==> config.mk <==
export PLATFORM = sky130hd
export DESIGN_NAME = vga_timing_gen
export DESIGN_NICKNAME = d
export VERILOG_FILES = /design/src/rtl/vga_pkg.sv /design/src/rtl/vga_pattern.sv /design/src/rtl/vga_timing_gen.sv
export SDC_FILE = /design/constraint.sdc
export NUM_CORES = 1
export LEC_CHECK = 0
export CORE_ASPECT_RATIO = 2
export CORE_UTILIZATION = 58
export CTS_CLUSTER_DIAMETER = 120
export DETAILED_ROUTE_END_ITERATION = 10
export PLACE_DENSITY = 0.86
export SETUP_SLACK_MARGIN = 0.02
export SKIP_LAST_GASP = 1
export SYNTH_ARGS = -nofsm -noshare
export SYNTH_HDL_FRONTEND = slang
export SYNTH_SLANG_ARGS = --single-unit
==> constraint.sdc <==
create_clock -name clk -period 4.7 [get_ports clk]
set_input_delay 0.705 -clock clk [delete_from_list [all_inputs] [get_ports clk]]
set_output_delay 0.705 -clock clk [all_outputs]
set_load 0.05 [all_outputs]
==> src/rtl/vga_pkg.sv <==
// Shared 640x480@60 timing defaults, pattern mode encodings and a sync-level helper.
package vga_pkg;

    localparam int unsigned VGA_H_ACTIVE = 640;
    localparam int unsigned VGA_H_FP     = 16;
    localparam int unsigned VGA_H_SYNC   = 96;
    localparam int unsigned VGA_H_BP     = 48;
    localparam int unsigned VGA_V_ACTIVE = 480;
    localparam int unsigned VGA_V_FP     = 10;
    localparam int unsigned VGA_V_SYNC   = 2;
    localparam int unsigned VGA_V_BP     = 33;

    localparam logic [1:0] MODE_BLACK = 2'd0;
    localparam logic [1:0] MODE_LINE  = 2'd1;
    localparam logic [1:0] MODE_BARS  = 2'd2;
    localparam logic [1:0] MODE_CHECK = 2'd3;

    // Pin level for a sync pulse given whether it is active and its polarity.
    function automatic logic sync_level(input logic active, input logic pol);
        return active ? pol : ~pol;
    endfunction

endpackage

==> src/rtl/vga_pattern.sv <==
// Combinational test-pattern colour for one raster position.
module vga_pattern
    import vga_pkg::*;
#(
    parameter int unsigned H_ACTIVE = VGA_H_ACTIVE,
    parameter int unsigned CW       = 4,
    parameter int unsigned CNT_W    = 11
) (
    input  logic [CNT_W-1:0] h,
    input  logic             chk_bit,   // h[CHK_LOG2] ^ v[CHK_LOG2]
    input  logic [1:0]       mode,
    input  logic [CNT_W-1:0] line_col,
    input  logic [3*CW-1:0]  color_fg,
    output logic [3*CW-1:0]  color
);

    localparam int unsigned BAR_W = H_ACTIVE / 8;

    logic [2:0] bar_idx;

    // Bar index: number of bar boundaries already passed, saturating at bar 7.
    always_comb begin
        bar_idx = 3'd0;
        for (int k = 1; k < 8; k++) begin
            if (h >= CNT_W'(k * BAR_W)) begin
                bar_idx = 3'(k);
            end
        end
    end

    // Select the colour for the active pattern mode.
    always_comb begin
        color = '0;
        case (mode)
            MODE_LINE: begin
                if (h == line_col) color = color_fg;
            end
            MODE_BARS: begin
                color = {{CW{bar_idx[2]}}, {CW{bar_idx[1]}}, {CW{bar_idx[0]}}};
            end
            MODE_CHECK: begin
                if (chk_bit) color = color_fg;
            end
            default: color = '0;
        endcase
    end

endmodule

==> src/rtl/vga_timing_gen.sv <==
// Parametrised VGA raster timing generator with frame-shadowed test-pattern source.
module vga_timing_gen
    import vga_pkg::*;
#(
    parameter int unsigned H_ACTIVE = VGA_H_ACTIVE,
    parameter int unsigned H_FP     = VGA_H_FP,
    parameter int unsigned H_SYNC   = VGA_H_SYNC,
    parameter int unsigned H_BP     = VGA_H_BP,
    parameter int unsigned V_ACTIVE = VGA_V_ACTIVE,
    parameter int unsigned V_FP     = VGA_V_FP,
    parameter int unsigned V_SYNC   = VGA_V_SYNC,
    parameter int unsigned V_BP     = VGA_V_BP,
    parameter int unsigned CW       = 4,
    parameter int unsigned CNT_W    = 11,
    parameter bit          SYNC_POL = 1'b0,
    parameter int unsigned CHK_LOG2 = 5
) (
    input  logic             clk,
    input  logic             rst,
    input  logic             pix_ce,
    input  logic [1:0]       mode,
    input  logic [CNT_W-1:0] line_col,
    input  logic [3*CW-1:0]  color_fg,
    output logic             vga_hs,
    output logic             vga_vs,
    output logic             vga_de,
    output logic [3*CW-1:0]  vga_o,
    output logic             frame_start,
    output logic [CNT_W-1:0] hcnt,
    output logic [CNT_W-1:0] vcnt
);

    localparam int unsigned H_TOTAL = H_ACTIVE + H_FP + H_SYNC + H_BP;
    localparam int unsigned V_TOTAL = V_ACTIVE + V_FP + V_SYNC + V_BP;

    localparam logic [CNT_W-1:0] ONE    = CNT_W'(1);
    localparam logic [CNT_W-1:0] H_LAST = CNT_W'(H_TOTAL - 1);
    localparam logic [CNT_W-1:0] V_LAST = CNT_W'(V_TOTAL - 1);
    localparam logic [CNT_W-1:0] H_ACT  = CNT_W'(H_ACTIVE);
    localparam logic [CNT_W-1:0] V_ACT  = CNT_W'(V_ACTIVE);
    localparam logic [CNT_W-1:0] HS_BEG = CNT_W'(H_ACTIVE + H_FP);
    localparam logic [CNT_W-1:0] HS_END = CNT_W'(H_ACTIVE + H_FP + H_SYNC);
    localparam logic [CNT_W-1:0] VS_BEG = CNT_W'(V_ACTIVE + V_FP);
    localparam logic [CNT_W-1:0] VS_END = CNT_W'(V_ACTIVE + V_FP + V_SYNC);

    logic [CNT_W-1:0] h_q, h_d, v_q, v_d;
    logic             run_q, run_d;     // low after reset: next pix_ce restarts at (0,0)
    logic [1:0]       mode_q, mode_d;
    logic [CNT_W-1:0] line_col_q, line_col_d;
    logic [3*CW-1:0]  color_fg_q, color_fg_d;
    logic             hs_q, hs_d, vs_q, vs_d, de_q, de_d, fs_q, fs_d;
    logic [3*CW-1:0]  pix_q, pix_d;

    logic             wrap;
    logic             hs_act, vs_act, de_act, chk_bit;
    logic [3*CW-1:0]  pat_color;

    // Raster counters and frame-boundary capture of the pattern controls.
    always_comb begin
        h_d        = h_q;
        v_d        = v_q;
        run_d      = run_q;
        mode_d     = mode_q;
        line_col_d = line_col_q;
        color_fg_d = color_fg_q;
        wrap       = !run_q || ((h_q == H_LAST) && (v_q == V_LAST));
        if (pix_ce) begin
            run_d = 1'b1;
            if (wrap) begin
                h_d        = '0;
                v_d        = '0;
                mode_d     = mode;
                line_col_d = line_col;
                color_fg_d = color_fg;
            end else if (h_q == H_LAST) begin
                h_d = '0;
                v_d = v_q + ONE;
            end else begin
                h_d = h_q + ONE;
            end
        end
    end

    // Decode the next position so the registered outputs line up with hcnt/vcnt.
    always_comb begin
        hs_act  = (h_d >= HS_BEG) && (h_d < HS_END);
        vs_act  = (v_d >= VS_BEG) && (v_d < VS_END);
        de_act  = (h_d < H_ACT) && (v_d < V_ACT);
        chk_bit = h_d[CHK_LOG2] ^ v_d[CHK_LOG2];
    end

    vga_pattern #(
        .H_ACTIVE (H_ACTIVE),
        .CW       (CW),
        .CNT_W    (CNT_W)
    ) u_pattern (
        .h        (h_d),
        .chk_bit  (chk_bit),
        .mode     (mode_d),
        .line_col (line_col_d),
        .color_fg (color_fg_d),
        .color    (pat_color)
    );

    // Output register next-state; everything holds on idle cycles except the frame strobe.
    always_comb begin
        hs_d  = hs_q;
        vs_d  = vs_q;
        de_d  = de_q;
        pix_d = pix_q;
        fs_d  = 1'b0;
        if (pix_ce) begin
            hs_d  = sync_level(hs_act, SYNC_POL);
            vs_d  = sync_level(vs_act, SYNC_POL);
            de_d  = de_act;
            pix_d = de_act ? pat_color : '0;
            fs_d  = wrap;
        end
    end

    // State update with synchronous reset.
    always_ff @(posedge clk) begin
        if (rst) begin
            h_q        <= '0;
            v_q        <= '0;
            run_q      <= 1'b0;
            mode_q     <= MODE_BLACK;
            line_col_q <= '0;
            color_fg_q <= '0;
            hs_q       <= ~SYNC_POL;
            vs_q       <= ~SYNC_POL;
            de_q       <= 1'b0;
            pix_q      <= '0;
            fs_q       <= 1'b0;
        end else begin
            h_q        <= h_d;
            v_q        <= v_d;
            run_q      <= run_d;
            mode_q     <= mode_d;
            line_col_q <= line_col_d;
            color_fg_q <= color_fg_d;
            hs_q       <= hs_d;
            vs_q       <= vs_d;
            de_q       <= de_d;
            pix_q      <= pix_d;
            fs_q       <= fs_d;
        end
    end

    assign vga_hs      = hs_q;
    assign vga_vs      = vs_q;
    assign vga_de      = de_q;
    assign vga_o       = pix_q;
    assign frame_start = fs_q;
    assign hcnt        = h_q;
    assign vcnt        = v_q;

endmodule
==> Word level (Yosys, flattened, before mapping) <==
Index checks and enable logic that the tools add are counted.
{ "totals": {"inputBits": 28, "output_inout_bits": 38, "reg_bits": 64, "wordCells": 66} }
{ "classes": {"addsub": 2, "eq_ne": 6, "n_lt_le_gt_ge": 13, "bitwise": 2, "n_mux": 25, "n_reduce_logical": 7} }
{ "ops": {"columns": ["cell", "count"], "rows": [
  ["$mux W11", 8],
  ["$mux W12", 5],
  ["$ge A11 B9 Y1 const B", 4],
  ["$pmux W12 S3", 1],
  ["$add A11 B1 Y11 const B", 2],
  ["$eq A11 B10 Y1 const B", 2],
  ["$ge A11 B10 Y1 const B", 2],
  ["$ge A11 B8 Y1 const B", 2],
  ["$lt A11 B10 Y1 const B", 2],
  ["$lt A11 B9 Y1 const B", 2],
  ["$mux W3", 4],
  ["$eq A11 B11 Y1", 1],
  ["$ge A11 B7 Y1 const B", 1],
  ["$mux W2", 4],
  ["$eq A2 B2 Y1 const B", 2],
  ["$logic_and A1 B1 Y1", 4],
  ["$mux W1", 3],
  ["$eq A2 B1 Y1 const B", 1],
  ["$reduce_or A2 Y1", 1],
  ["$logic_not A1 Y1", 1],
  ["$logic_or A1 B1 Y1", 1],
  ["$not A1 Y1", 1],
  ["$xor A1 B1 Y1", 1]
]} }

==> Logic depth before layout (Yosys ltp) <==
Gate-level depths: netlist of the first run.
{ "depth": {"depth_word": 15, "mapped_depth": 13} }

==> By module <==
Synthesis of the first run repeated with hierarchy kept, for this count alone.
{ "unflattened": {"hier_cells": 362, "area_unflattened_um2": 3409.5} }
{ "modules_own_cells": {"columns": ["module", "seq_area_each_um2", "cells_each", "n_inst", "area_each_um2"], "rows": [
  ["vga_timing_gen", 1281.2, 310, 1, 3025.4],
  ["vga_pattern", 0.0, 52, 1, 384.1]
]} }

==> Least setup slack after synthesis of the first run <==
No wires, ideal clock.
{ "synth_timing": {"path_type": "register to register", "startpoint": "register h_q[0], in the netlist hcnt[0]", "endpoint": "register pix_q[0], in the netlist vga_o[0]", "path_stages_with_launch": 12, "synth_period_minus_slack_ns": 3.380, "path_slack_ns": 1.320, "setup_time_ns": 0.093, "t_arrival_ns": 3.287, "path_cell_list": "dfxtp_1 -> ha_1 -> clkbuf_1 -> and4_1 -> clkbuf_1 -> nand3_1 -> o21a_4 -> mux2i_1 -> or4b_4 -> nor2_4 -> a41oi_4 -> o311ai_2"} }
{ "synth_via": {"elab_chain_cells": 15, "elab_cells_between_ends": 42} }
{ "synth_lines": {"columns": ["element", "line_no", "text"], "rows": [
  ["start: declaration", "vga_timing_gen.sv:46", "logic [CNT_W-1:0] h_q, h_d, v_q, v_d;"],
  ["start signal: assignment", "vga_timing_gen.sv:124", "h_q <= '0;"],
  ["start signal: assignment", "vga_timing_gen.sv:136", "h_q <= h_d;"],
  ["parallel branches: the longest is 14 deep, another holds $add A11 B1 Y11", null, null],
  ["$mux W12 *", "vga_timing_gen.sv:116", "pix_d = de_act ? pat_color : '0;"],
  ["end signal: assignment", "vga_timing_gen.sv:145", "pix_q <= pix_d;"],
  ["end: declaration", "vga_timing_gen.sv:52", "logic [3*CW-1:0] pix_q, pix_d;"]
]} }
Every way passes the cells marked *.
A chain may end at the register's enable or synchronous reset.

==> Final worst setup path of the first run <==
{ "layout_timing": {"startpoint": "input pix_ce", "endpoint": "register pix_q[3], in the netlist vga_o[3]"} }
{ "layout_via": {"elab_chain_cells": 11, "elab_cells_between_ends": 31} }
{ "layout_lines": {"columns": ["element", "line_no", "text"], "rows": [
  ["start: declaration", "vga_timing_gen.sv:20", "input logic pix_ce,"],
  ["$mux W11", "vga_timing_gen.sv:67", "if (pix_ce) begin"],
  ["$ge A11 B7 Y1", "vga_pattern.sv:25", "if (h >= CNT_W'(k * BAR_W)) begin"],
  ["$mux W1", "vga_pattern.sv:25", null],
  ["$mux W2 (2 in series)", "vga_pattern.sv:25", null],
  ["$mux W3 (4 in series)", "vga_pattern.sv:25", null],
  ["$pmux W12 S3", "vga_pattern.sv:34", "case (mode)"],
  ["$mux W12", "vga_timing_gen.sv:116", null]
]} }
Several ways; a longest one is shown, not always the timed one.

==> flow_metrics.env, run 1 <==
export IMPL_nNetsFinal=571
export IMPL_cp_end_kind="flop"
export IMPL_core_region_area_mm2=0.00636
export IMPL_area_delta_synth_final_pct=25.3
export IMPL_cts_repair_timing_setup_buffer_count=0
export IMPL_drt_antenna_net_count=0
export IMPL_seq_power_share_pct=40.1
export IMPL_p_sw_w=0.000326
export IMPL_yosys_cell_types_count=68
export IMPL_die_area_mm2=0.00698
export IMPL_yosysWarnings=0
export IMPL_cellLeakagePower_nw=1.76
export IMPL_synthesis_instances=489
export IMPL_initial_utilization_pct=60.4
export IMPL_cts_buffers=9
export IMPL_grt_antenna_before_repair=0
export IMPL_power_per_cell_area_mw_per_mm2=294
export IMPL_outcome="completed"
export IMPL_cp_cell_sequence="clkdlybuf4s50_1 -> buf_4 -> nand3_1 -> nor3_1 -> xnor2_1 -> or4_1 -> nand3_1 -> a211oi_1 -> o31ai_1 -> o311ai_1"
export IMPL_detail_route_iter0_violations=359
export IMPL_via_count_of_the_first_global_routing_pass=3817
export IMPL_sequential_cell_area_fraction_in_the_yosys_report_pct=33.3
export IMPL_place_detailed_instances=615
export IMPL_grt_util_all_layers_pct=34.6
export IMPL_placedInstanceArea_mm2=0.00451
export IMPL_timing_worst_slew_pin_value_ns=0.839
export IMPL_ctsHtreeMaxLevel=3
export IMPL_power_share_switching_pct=23.0
export IMPL_worst_setup_path_start_kind="primary input"
export IMPL_timing_clock_skew_ns=0.00724
export IMPL_finalInstanceArea_mm2=0.00482
export IMPL_post_synth_main_area_contributors="sky130_fd_sc_hd__dfxtp_1 (33%), sky130_fd_sc_hd__nand2_1 (6.3%), sky130_fd_sc_hd__mux2i_1 (4.7%)"
export IMPL_final_setup_viol_count=0
export IMPL_cts_path_max_buffers=2
export IMPL_max_freq_ghz=0.252
export IMPL_unrepaired_setup_endpoints_after_global_routing="false"
export IMPL_grt_overflow=0
export IMPL_synthArstFlopShare_pct=0
export IMPL_hold_violations=0
export IMPL_post_drt_wl_per_cell_um=17.9
export IMPL_clock_power_share_pct=49.6
export IMPL_crit_path_max_fanout=28
export IMPL_final_min_period_over_clock_period_pct=84.4
export IMPL_detailed_route_vias_per_instance=6.33
export IMPL_synth_enable_flop_cells=0
export IMPL_cts_root_buf="sky130_fd_sc_hd__clkbuf_16"
export IMPL_critPathMostFrequentCell="sky130_fd_sc_hd__nand3_1"
export IMPL_setup_slack_ns=0.734
export IMPL_buffer_ports_inserted=65
export IMPL_cts_hold_buf=0
export IMPL_tritoncts="done"
export IMPL_combinational_share_of_power_pct=10.4
export IMPL_final_period_minus_worst_setup_slack_ns=3.97
export IMPL_die_y_um=117
export IMPL_cts_repair_resize_count=0
export IMPL_max_cap_violations=0
export IMPL_grt_pass1_wl_um=18200
export IMPL_dp_worst_setup_slack_ns=0.502
export IMPL_insertedDiodeCount=0
export IMPL_postSynthNetCount=520
export IMPL_p_int_w=0.00109
export IMPL_final_fill_count=504
export IMPL_synth_largest_area_cell="sky130_fd_sc_hd__dfxtp_1"
export IMPL_yosys_register_bits=64
export IMPL_crit_path_max_incr_delay_ns=0.65
export IMPL_syn_cell_area_mm2=0.00384
export IMPL_post_route_cells_drive_above_1_share_pct=8.29
export IMPL_postSynthAreaPerCell_um2=7.86
export IMPL_clkTransAtPathRegs_ns=0.05
export IMPL_ys_flop_type="sky130_fd_sc_hd__dfxtp_1"
export IMPL_row_count=41
export IMPL_route_detailed_drc=0
export IMPL_maximum_resistive_drop_on_vdd_mv=0.298
export IMPL_tns_ns=0
export IMPL_clk_latency_ns=0.33
export IMPL_crit_path_slowest_cell="sky130_fd_sc_hd__o31ai_1"
export IMPL_via_count=3979
export IMPL_synth_top_cell_area_share_pct=33.3
export IMPL_worstSetupPathType="in2reg"
export IMPL_gp_congestion=0.955
export IMPL_clock_sinks=64
export IMPL_grt_start_max_net_pins=31
export IMPL_number_of_detailed_route_iterations_in_the_first_pass=5
export IMPL_route_final_wire_length_um=11300
export IMPL_floorplan_die_width_um=59.6
export IMPL_dp_hpwl_um=8170
export IMPL_slew_limit_headroom_pct=44.1
export IMPL_post_layout_nonfiller_instances=629
export IMPL_crit_required_ns=4.87
export IMPL_timing_final_max_slew_violations=0
export IMPL_worst_hold_path_type="reg2reg"
export IMPL_critPathArrivalTime_ns=4.14
export IMPL_num_io_pins=66
[layout by cell type, fill, tap and decap left out, types with 5 or more instances in the layout]
cell	Yosys	routed
sky130_fd_sc_hd__nor2b_1	6	6
sky130_fd_sc_hd__and4_1	6	6
sky130_fd_sc_hd__nor3_1	12	12
sky130_fd_sc_hd__or3_1	8	8
sky130_fd_sc_hd__nand3_1	20	20
sky130_fd_sc_hd__a31oi_1	5	5
sky130_fd_sc_hd__clkbuf_16	0	9
sky130_fd_sc_hd__buf_4	0	5
sky130_fd_sc_hd__o21a_1	5	5
sky130_fd_sc_hd__o21ai_0	16	16
sky130_fd_sc_hd__nand2_1	64	64
sky130_fd_sc_hd__inv_1	23	23
sky130_fd_sc_hd__clkdlybuf4s50_1	0	65
sky130_fd_sc_hd__o311ai_1	7	7
sky130_fd_sc_hd__a211oi_1	7	7
sky130_fd_sc_hd__nor4_1	10	10
sky130_fd_sc_hd__a22o_1	5	5
sky130_fd_sc_hd__dfxtp_1	64	64
sky130_fd_sc_hd__a21oi_1	31	31
sky130_fd_sc_hd__or2_2	10	10
sky130_fd_sc_hd__xnor2_1	11	11
sky130_fd_sc_hd__nor2_1	46	46
sky130_fd_sc_hd__nand4_1	5	5
sky130_fd_sc_hd__mux2i_1	18	18
[state kept, by name, summed over array words and instances (netlist names), 2 cells and up]
name        flops
mode_q          2
color_fg_q     12
vcnt           11
vga_o          12
line_col_q     11
hcnt           11
[critical path, delay by kind of cell]
kind / cells / cell delay (ns)
AOI/OAI and AO/OA: 3 / 0.92
and+or+nand+nor: 4 / 1.45
buffers and inverters: 2 / 0.79
xor gates and xnor gates: 1 / 0.25
[cell usage after synthesis, types with 3 or more instances]
master / number
sky130_fd_sc_hd__xnor2_1: 11
sky130_fd_sc_hd__or2_2: 10
sky130_fd_sc_hd__o211a_1: 4
sky130_fd_sc_hd__ha_1: 3
sky130_fd_sc_hd__buf_2: 3
sky130_fd_sc_hd__o31a_1: 3
sky130_fd_sc_hd__and3_1: 3
sky130_fd_sc_hd__clkbuf_1: 24
sky130_fd_sc_hd__nand3b_1: 3
sky130_fd_sc_hd__nor3_1: 12
sky130_fd_sc_hd__nand2_1: 64
sky130_fd_sc_hd__nand3_1: 20
sky130_fd_sc_hd__o311ai_1: 7
sky130_fd_sc_hd__a31oi_1: 5
sky130_fd_sc_hd__a311oi_1: 3
sky130_fd_sc_hd__inv_1: 23
sky130_fd_sc_hd__or3_1: 8
sky130_fd_sc_hd__o21ai_0: 16
sky130_fd_sc_hd__dfxtp_1: 64
sky130_fd_sc_hd__a211oi_1: 7
sky130_fd_sc_hd__nor4_1: 10
sky130_fd_sc_hd__nor2b_1: 6
sky130_fd_sc_hd__nand2b_1: 4
sky130_fd_sc_hd__nor2_1: 46
sky130_fd_sc_hd__or4_1: 3
sky130_fd_sc_hd__o2111ai_1: 4
sky130_fd_sc_hd__a22o_1: 5
sky130_fd_sc_hd__and4_1: 6
sky130_fd_sc_hd__mux2i_1: 18
sky130_fd_sc_hd__o211ai_1: 3
sky130_fd_sc_hd__xor2_1: 4
sky130_fd_sc_hd__o22ai_1: 4
sky130_fd_sc_hd__nand4_1: 5
sky130_fd_sc_hd__a21oi_1: 31
sky130_fd_sc_hd__o21a_1: 5
[path summary, 6_finish.rpt]
| path | slack, ns | to | cells after the start | from |
|---|---|---|---|---|
| setup / recovery | 0.73 | vga_o[3] | 10 | pix_ce |
| hold / removal | 0.47 | color_fg_q[8] | 2 | color_fg_q[8] |
| setup reg to reg | 0.94 | vga_o[3] | 9 | hcnt[0] |
| hold reg to reg | 0.47 | color_fg_q[8] | 2 | color_fg_q[8] |
[stage by stage]
| stage | hold slack [ns] | util (%) | total power (W) |
|---|---|---|---|
| global route | 0.498 | 75.7 | 0.00146 |
| global placement | 0.449 | 70.9 | 0.000717 |
| CTS | 0.471 | 75.7 | 0.00141 |
| floorplan | 0.436 | - | 0.000670 |
| detailed placement | 0.459 | 70.9 | 0.000721 |
| finish | 0.472 | 75.7 | 0.00141 |
[routing by layer]
| metal | global-route usage [%] | wire length [um] | up-vias |
|---|---|---|---|
| li1 | - | - | 1876 |
| met1 | 36.4 | 4190 | 1880 |
| met2 | 59.2 | 5930 | 174 |
| met3 | 7.80 | 557 | 49 |
| met4 | 24.7 | 587 | 0 |
| met5 | 0 | 0 | - |
[logic make-up after synthesis]
kind of cell | synth area share [%]
and+or+nand+nor | 29.6
AOI/OAI and AO/OA | 22.0
DFF | 33.3
buffers and inverters | 5.76
muxes | 4.69
xor gates and xnor gates | 3.42
adders and majority gates | 1.24
[power by group through the flow]
stage / logic (W) / registers [W] / clock network [W]
floorplan: 0.0000903 / 0.000579 / 0
global placement: 0.000141 / 0.000576 / 0
detailed placement: 0.000144 / 0.000577 / 0
CTS: 0.000145 / 0.000566 / 0.000703
global route: 0.000158 / 0.000567 / 0.000730
finish: 0.000146 / 0.000566 / 0.000701
[layout make-up]
type	instances	area (um^2)	area share (%)
clock buffers	10	239	4.96
multi-input cells	371	2340	48.6
well taps	86	108	2.23
repair buffers	70	688	14.3
flip-flops and latches	64	1280	26.6
inverters	24	90.1	1.87
clock inverters	4	70.1	1.45
No activity file was read; power rests on OpenSTA's default activity.
==> run 2, diff against run 1 <==
CORE_UTILIZATION = 54   (was 58)
PLACE_DENSITY = 0.81   (was 0.86)
clock period = 3.65 ns   (was 4.7 ns; I/O delays follow)
==> flow_metrics.env, run 2 (synthesis gave the netlist of run 1 again) <==
export IMPL_worst_hold_path_type="reg2reg"
export IMPL_route_final_wire_length_um=12000
export IMPL_grt_pass1_wl_um=19700
export IMPL_maximum_resistive_drop_on_vdd_mv=0.370
export IMPL_worstHoldStart="line_col_q[0]"
export IMPL_grt_util_all_layers_pct=35.9
export IMPL_final_min_period_over_clock_period_pct=94.6
export IMPL_clock_power_share_pct=50.2
export IMPL_hold_violations=0
export IMPL_worst_setup_path_start_kind="primary input"
export IMPL_regToRegSetupSlack_ns=0.24
export IMPL_num_io_pins=66
export IMPL_floorplan_die_width_um=61.7
export IMPL_insertedDiodeCount=0
export IMPL_die_area_mm2=0.00748
export IMPL_cts_path_max_buffers=2
export IMPL_final_fill_count=542
export IMPL_grt_start_max_net_pins=37
export IMPL_max_freq_ghz=0.290
export IMPL_power_per_cell_area_mw_per_mm2=368
export IMPL_post_route_cells_drive_above_1_share_pct=14.0
export IMPL_rr_worst_depth=9
export IMPL_number_of_detailed_route_iterations_in_the_first_pass=5
export IMPL_slew_limit_headroom_pct=29.8
export IMPL_crit_required_ns=3.88
export IMPL_max_cap_violations=0
export IMPL_final_period_minus_worst_setup_slack_ns=3.45
export IMPL_timing_clock_skew_ns=0.00383
export IMPL_layout_common_cells="sky130_fd_sc_hd__clkdlybuf4s50_1 (65), sky130_fd_sc_hd__nand2_1 (64), sky130_fd_sc_hd__dfxtp_1 (64)"
export IMPL_nNetsFinal=604
export IMPL_crit_reg2reg_capture="vga_o[11]"
export IMPL_via_count_of_the_first_global_routing_pass=4052
export IMPL_timing_worst_slew_pin_value_ns=1.05
export IMPL_post_drt_wl_per_cell_um=18.0
export IMPL_cp_end_kind="flop"
export IMPL_via_count=4097
export IMPL_seq_power_share_pct=38.9
export IMPL_p_int_w=0.00141
export IMPL_die_y_um=121
export IMPL_detailed_route_vias_per_instance=6.13
export IMPL_finalInstanceArea_mm2=0.00509
export IMPL_critPathArrivalTime_ns=3.69
export IMPL_combinational_share_of_power_pct=10.9
export IMPL_worstSetupPathType="in2reg"
export IMPL_tritoncts="done"
export IMPL_gp_congestion=0.931
export IMPL_regToRegStartpoint="hcnt[5]"
export IMPL_final_setup_viol_count=0
export IMPL_timing_final_max_slew_violations=0
export IMPL_cts_buffers=9
export IMPL_grt_overflow=0
export IMPL_dp_worst_setup_slack_ns=-0.123
export IMPL_min_delay_worst_endpoint="line_col_q[0]"
export IMPL_crit_path_max_fanout=8
export IMPL_dp_hpwl_um=8660
export IMPL_clkTransAtPathRegs_ns=0.06
export IMPL_setup_slack_ns=0.197
export IMPL_final_core_utilization_pct=73.9
export IMPL_route_detailed_drc=0
export IMPL_ctsHtreeMaxLevel=3
export IMPL_power_share_switching_pct=24.9
export IMPL_p_sw_w=0.000467
export IMPL_core_region_area_mm2=0.00689
export IMPL_placedInstanceArea_mm2=0.00476
export IMPL_layout_commonest_cell="sky130_fd_sc_hd__clkdlybuf4s50_1"
export IMPL_drt_antenna_net_count=0
export IMPL_clock_sinks=64
export IMPL_row_count=43
export IMPL_cellLeakagePower_nw=1.92
export IMPL_clk_latency_ns=0.34
export IMPL_area_delta_synth_final_pct=32.4
export IMPL_outcome="completed"
export IMPL_grt_antenna_before_repair=0
export IMPL_whs_path_depth=2
export IMPL_detail_route_iter0_violations=312
export IMPL_initial_utilization_pct=55.8
export IMPL_cts_root_buf="sky130_fd_sc_hd__clkbuf_16"
export IMPL_unrepaired_setup_endpoints_after_global_routing="false"
export IMPL_total_power_w=0.00187
export IMPL_buffer_ports_inserted=65
-- run 2: per-stage QoR --
step | instances | hold slack, ns | TNS [ns]
final | 668 | 0.467 | 0
after global routing | 668 | 0.486 | 0
after detailed placement | 652 | 0.453 | -0.888
after floorplan | 489 | 0.436 | 0
after CTS | 668 | 0.466 | 0
after global placement | 652 | 0.457 | -0.213
-- run 2: timing repair --
action | 4_1_cts | 5_1_grt
setup buffers | 0 | 0
resized for setup | 0 | 1
hold buffers | 0 | 0
setup endpoints to repair | 0 | 1
-- run 2: cell type report --
type                    instances  area [um^2]  share of cell area (%)
multi-input cells             371         2350                    46.2
flip-flops and latches         64         1280                    25.2
repair buffers                103          936                    18.4
clock buffers                   9          225                    4.43
well taps                      90          113                    2.21
clock inverters                 7         95.1                    1.87
inverters                      24         90.1                    1.77
-- run 2: worst max path at each step --
stage                 start   endpoint  slack [ns]  depth (start not counted)
global route         pix_ce  vga_o[11]        0.04                         11
global placement     pix_ce   vga_o[0]       -0.04                         10
CTS                  pix_ce   vga_o[2]        0.22                         10
detailed placement   pix_ce   vga_o[2]       -0.12                         10
floorplan           hcnt[0]   vga_o[0]        0.27                         11
finish               pix_ce   vga_o[2]        0.20                         10
-- run 2: layer usage --
| metal | vias to the layer above | track usage [%] | share of wire, % |
|---|---|---|---|
| li1 | 1938 | - | - |
| met2 | 191 | 57.6 | 53 |
| met4 | 0 | 25.4 | 5.1 |
| met1 | 1917 | 38.5 | 37 |
| met5 | - | 0 | 0 |
| met3 | 51 | 10.2 | 5.7 |
-- run 2: power groups by stage --
| stage | registers (W) | clock network (W) | logic (W) |
|---|---|---|---|
| finish | 0.000729 | 0.000940 | 0.000205 |
| global route | 0.000730 | 0.000971 | 0.000223 |
| CTS | 0.000729 | 0.000945 | 0.000202 |
| detailed placement | 0.000744 | 0 | 0.000201 |
| global placement | 0.000743 | 0 | 0.000197 |
| floorplan | 0.000746 | 0 | 0.000116 |
-- run 2: critical path, stage by stage --
cell and delay (ns):
sky130_fd_sc_hd__clkdlybuf4s50_1 0.49, sky130_fd_sc_hd__or4b_1 0.42, sky130_fd_sc_hd__or4_1 0.55, sky130_fd_sc_hd__buf_4 0.19, sky130_fd_sc_hd__o211a_1 0.23, sky130_fd_sc_hd__o21ai_1 0.12
sky130_fd_sc_hd__or4b_1 0.49, sky130_fd_sc_hd__nand3_1 0.15, sky130_fd_sc_hd__a41oi_4 0.19, sky130_fd_sc_hd__o311ai_1 0.31
==> RTL edit 1: new RTL, config.mk and constraints of run 2 <==
`CNT_W` is set to 11 in 2 places; all go to 9.
--- a/src/rtl/vga_pattern.sv
+++ b/src/rtl/vga_pattern.sv
@@ -4,7 +4,7 @@
 #(
     parameter int unsigned H_ACTIVE = VGA_H_ACTIVE,
     parameter int unsigned CW       = 4,
-    parameter int unsigned CNT_W    = 11
+    parameter int unsigned CNT_W    = 9
 ) (
     input  logic [CNT_W-1:0] h,
     input  logic             chk_bit,   // h[CHK_LOG2] ^ v[CHK_LOG2]
--- a/src/rtl/vga_timing_gen.sv
+++ b/src/rtl/vga_timing_gen.sv
@@ -11,7 +11,7 @@
     parameter int unsigned V_SYNC   = VGA_V_SYNC,
     parameter int unsigned V_BP     = VGA_V_BP,
     parameter int unsigned CW       = 4,
-    parameter int unsigned CNT_W    = 11,
+    parameter int unsigned CNT_W    = 9,
     parameter bit          SYNC_POL = 1'b0,
     parameter int unsigned CHK_LOG2 = 5
 ) (
Interface: changed (resized hcnt, line_col and vcnt); port bits go from 66 to 60. No check against the original RTL was run, so the function may have changed too.
==> RTL edit 1 against run 2 <==
Count of clock-buffer cells in the layout increased by 1; cell count is 31% lower; power is 25% lower; setup slack improved by 0.31 ns; die area decreased by 24%; clock power fell by 38%; synthesized area is 25% lower; critical path depth did not move; sequential cell count fell by 6; combinational power is 26% lower; cell area fell by 27%; largest power group is now registers; clock skew up 0.0043 ns; wire length is 38% lower.
==> RTL edit 1: results (changes against run 2) <==
[run_status]
status = finished, final reports clean

[synth]
synthMuxAreaShare_pct = 7.31  ; +2.6 points
synth_cell_type_count = 53  ; -22%
synth_fa_ha_area_share_pct = 1.30  ; +0.061 points
yosysWarnings = 0  ; unchanged
synth_common_cells = dfxtp_1 (58), nor2_1 (54), nand2_1 (33), mux2i_1 (20)
synthTopCellsByArea = dfxtp_1 (40%), nor2_1 (7.0%), mux2i_1 (6.9%)
synth_compound_area_share_pct = 16.2  ; -5.8 points
synthesis.nets = 368  ; -29%
ys_seq_area_share_pct = 40.2  ; +6.8 points
async_flop_share_pct = 0  ; unchanged
synthXorXnorAreaFrac_pct = 6.06  ; +2.6 points

[clock_tree]
post_cts_resized = 0  ; unchanged
clock_latency_ns = 0.33
cts_buffers = 9  ; unchanged
clk_path_buf_depth = 2  ; unchanged
clk_pin_slew_ns = 0.07
htree_num_levels = 3  ; unchanged
clockRootBuffer = clkbuf_8
post_cts_buffers = 0  ; unchanged

[drt]
wl_met1_mm = 2.88  ; -35%
wl_met2_mm = 4.24  ; -33%
drtIter0Drc = 64  ; -79%
wl_mm = 7.49  ; -38%
vias_per_cell = 5.89  ; -4.0%
dr.pass1.iters = 5  ; unchanged
route.met3.wl_um = 247  ; -64%
dr.max_layer_used = met4

[placement]
gp_congestion = 0.931  ; about the same
dp_hpwl_mm = 5.60  ; -35%
post-place-ws_ns = 0.276  ; +0.399 ns
io_buffers = 59  ; -9.2%

[global_routing]
grt_pass1_vias = 2653  ; -35%
grt_antenna_before_repair = 0  ; unchanged
use_met2_pct = 51.5  ; -6.1 points
grt_pass1_wl_mm = 11.9  ; -40%
grt_use_met1_pct = 29.1  ; -9.4 points
grt_use_met3_pct = 4.91  ; -5.3 points
grtUsageTotal_pct = 28.2  ; -7.8 points
grt_start_max_net_pins = 19  ; -49%

[critical_path]
critPathTopFamily = simple AND/OR/NAND/NOR gates
crit_path_max_fanout = 12  ; +4
slowest_stage = nor2_2
arrival_ns = 3.40  ; -0.29 ns
cpPeakStageDelay_ns = 0.45  ; -0.10 ns

[power_and_ir_drop]
p_leak_uw = 0.00140  ; -27%
power.share.switching_pct = 24.9  ; about the same
vdd_drop_max_mv = 0.421  ; +14%

[cells_and_area]
drive_gt1_share_pct = 8.48  ; -5.5 points
fillCellCount = 416  ; -23%
final_nets = 426  ; -29%
num_antenna_cells = 0  ; unchanged

[min_path]
hold_class = register to register

[sta]
clock_skew_ns = 0.00818  ; +0.00435 ns
relSlewSlack_pct = 48.4  ; +19 points

-- RTL edit 1: changes by cell type in the layout (fill, tap and decap cells not counted), moves of 7 or more --
cell / before / now
nor2_1: 46 / 54
inv_1: 23 / 7
nand3_1: 20 / 8
o21ai_0: 16 / 6
nand2_1: 64 / 33
or2_2: 10 / 0
clkbuf_16: 9 / 0
a211oi_1: 7 / 0
buf_4: 38 / 9
o21ai_1: 2 / 12
nor3_1: 12 / 3
clkbuf_8: 0 / 10
a21oi_1: 31 / 8
-- RTL edit 1: final cells by class --
cell class                 count  area, µm²  area share, %
inverter                       7       26.3          0.707
sequential                    58       1160           31.2
tap                           58       72.6           1.95
clock inverter                 5       55.1           1.48
clock buffer                  10        138           3.70
timing repair buffer          68        658           17.7
multi-input combinational    253       1610           43.2
-- RTL edit 1: through the flow --
stage	total power, µW	hold WS (ns)	cells	instance area (µm²)
floorplan	766	0.480	339	2890
global placement	825	0.437	444	3530
detailed placement	828	0.447	444	3530
CTS	1400	0.457	459	3720
global route	1450	0.470	459	3720
finish	1400	0.453	459	3720
-- RTL edit 1: power groups by stage --
stage / clock network (µW) / registers [µW] / logic (µW)
after floorplan: 0 / 680 / 86.2
after global placement: 0 / 677 / 148
after detailed placement: 0 / 678 / 150
after CTS: 589 / 663 / 151
after global routing: 617 / 664 / 164
final: 584 / 663 / 152
-- RTL edit 1: path summary, 6_finish.rpt --
path | from | to | slack [ns] | depth (start not counted)
worst min-delay path | vga_o[6] | vga_o[6] | 0.45 | 2
worst max register to register | hcnt[0] | vga_o[10] | 0.51 | 10
worst max-delay path | hcnt[0] | vga_o[10] | 0.51 | 10
worst min register to register | vga_o[6] | vga_o[6] | 0.45 | 2
==> RTL edit 2: new RTL, config.mk and constraints of run 2 <==
Without the edit above. The output `frame_start` loses its register stage (`fs_q` becomes a continuous assignment).
--- a/src/rtl/vga_timing_gen.sv
+++ b/src/rtl/vga_timing_gen.sv
@@ -131,7 +131,6 @@
             vs_q       <= ~SYNC_POL;
             de_q       <= 1'b0;
             pix_q      <= '0;
-            fs_q       <= 1'b0;
         end else begin
             h_q        <= h_d;
             v_q        <= v_d;
@@ -143,9 +142,10 @@
             vs_q       <= vs_d;
             de_q       <= de_d;
             pix_q      <= pix_d;
-            fs_q       <= fs_d;
         end
     end
+
+    assign fs_q = fs_d;
 
     assign vga_hs      = hs_q;
     assign vga_vs      = vs_q;
Behaviour: not the same (Yosys sat finds a counterexample within 4 cycles, from zero or initial values and one cycle with rst high).
==> RTL edit 2 against run 2 <==
Cell area down 19%; count of clock-buffer cells in the layout up 1; die area decreased by 19%; combinational power fell by 23%; clock power fell by 23%; power down 15%; sequential share of layout area increased by 5.6 points; setup slack better by 0.017 ns; wire length decreased by 31%; first-iteration DRC count is 44% lower; synthesized area decreased by 20%; sequential cell count decreased by 1; cell count is 26% lower; critical endpoint is now vga_o[10].
==> RTL edit 2: results (changes against run 2) <==
[synth]
synthesis.nets = 393  ; -24%
synth_common_cells = dfxtp_1 (63), nand2_1 (47), nor2_1 (44), a21oi_1 (29), xnor2_1 (17)
synthTopCellsByArea = dfxtp_1 (41%), nand2_1 (5.7%), nor2_1 (5.4%)
ys_seq_area_share_pct = 40.9  ; +7.5 points
synth_cell_type_count = 55  ; -19%

[min_path]
min_from = color_fg_q[2]
min_to = color_fg_q[2]

[cells_and_area]
final_nets = 464  ; -23%
drive_gt1_share_pct = 10.3  ; -3.7 points

[global_routing]
use_met2_pct = 51.9  ; -5.7 points
grt_start_max_net_pins = 31  ; -16%
grt_use_met3_pct = 5.93  ; -4.3 points
grt_use_met1_pct = 29.6  ; -8.9 points
grt_pass1_wl_mm = 13.3  ; -32%

[sta]
worstMarginPinSlew_ns = 0.845  ; -0.205 ns
clock_skew_ns = 0.0143  ; +0.0105 ns
finalCritPeriodShare_pct = 94.2  ; -0.46 points

[placement]
gp_congestion = 0.935  ; +0.45%
post-place-ws_ns = 0.0349  ; +0.158 ns
dpl-instance-area_mm2 = 0.00384  ; -19%

[critical_path]
worstReg2RegEnd = vga_o[10]
cpPeakStageDelay_ns = 0.58  ; +0.03 ns
r2r_slack_ns = 0.21  ; -0.03 ns
crit_path_max_fanout = 12  ; +4
rr_worst_depth = 12  ; +3

[power_and_ir_drop]
p_leak_uw = 0.00150  ; -22%

[drt]
drtIter0Drc = 176  ; -44%
dr.pass1.iters = 4  ; -1
wl_per_cell_um = 16.7  ; -7.1%

[run_status]
status = finished, final reports clean

[RTL edit 2: cell count changes after synthesis, moves of 7 or more]
cell	run 2	this run
a221o_1	1	12
clkbuf_1	24	10
inv_1	23	8
mux2i_1	18	11
nand2_1	64	47
nand3_1	20	11
o21ai_0	16	5
o311ai_1	7	0
or2_2	10	2
xor2_1	4	15
[RTL edit 2: timing repair]
item,4_1_cts,5_1_grt
endpoints found under the setup margin,0,12
gates resized for setup,0,6
hold buffers,0,0
hold endpoints to repair,0,0
setup buffers,0,0
[RTL edit 2: area by class of cell]
type | count | area [µm²]
multi-input combinational | 270 | 1720
fill | 407 | 1370
sequential | 63 | 1260
timing repair buffer | 80 | 773
clock buffer | 10 | 138
clock inverter | 4 | 95.1
tap | 60 | 75.1
inverter | 9 | 33.8
[RTL edit 2: cell families after synthesis]
family	after synthesis	share of synthesized area, %
and+or+nand+nor	151	23.6
AOI/OAI and AO/OA	71	16.5
DFF	63	40.9
xor gates and xnor gates	32	9.08
buffers and inverters	29	4.38
muxes	12	4.01
adders and majority gates	4	1.54
[RTL edit 2: worst max path at each step]
stage                      endpoint  slack (ns)  cells after the start
after global placement     vga_o[4]        0.16                     11
after global routing      vga_o[10]        0.11                     13
after CTS                  vga_o[5]        0.11                     11
after detailed placement   vga_o[6]        0.03                     14
after floorplan            vga_o[4]        0.13                     12
final                     vga_o[10]        0.21                     12
[RTL edit 2: where the power goes]
group / switching (µW) / internal (µW) / total, µW
Clock: 264 / 463 / 727
Sequential: 8.66 / 707 / 715
Combinational: 87.3 / 70.8 / 158
[RTL edit 2: through the flow]
step	std cells	hold WS (ns)
3_3_place_gp	482	0.444
5_1_grt	496	0.496
4_1_cts	496	0.464
3_5_place_dp	482	0.454
2_1_floorplan	362	0.428
6_report	496	0.461
[RTL edit 2: routing by layer]
metal | vias up | share of wire (%) | wire, µm
met5 | - | 0 | 0
met4 | 0 | 4.9 | 410
met3 | 36 | 4.2 | 351
met2 | 122 | 54 | 4480
met1 | 1395 | 37 | 3060
li1 | 1412 | - | -
[RTL edit 2: critical path: cells and delay by family (launching register included)]
kind	cells	cell delay, ns
flops	1	0.40
buf+inv	2	0.37
compound gates	4	0.92
fa+ha+maj	1	0.25
simple gates	5	1.39
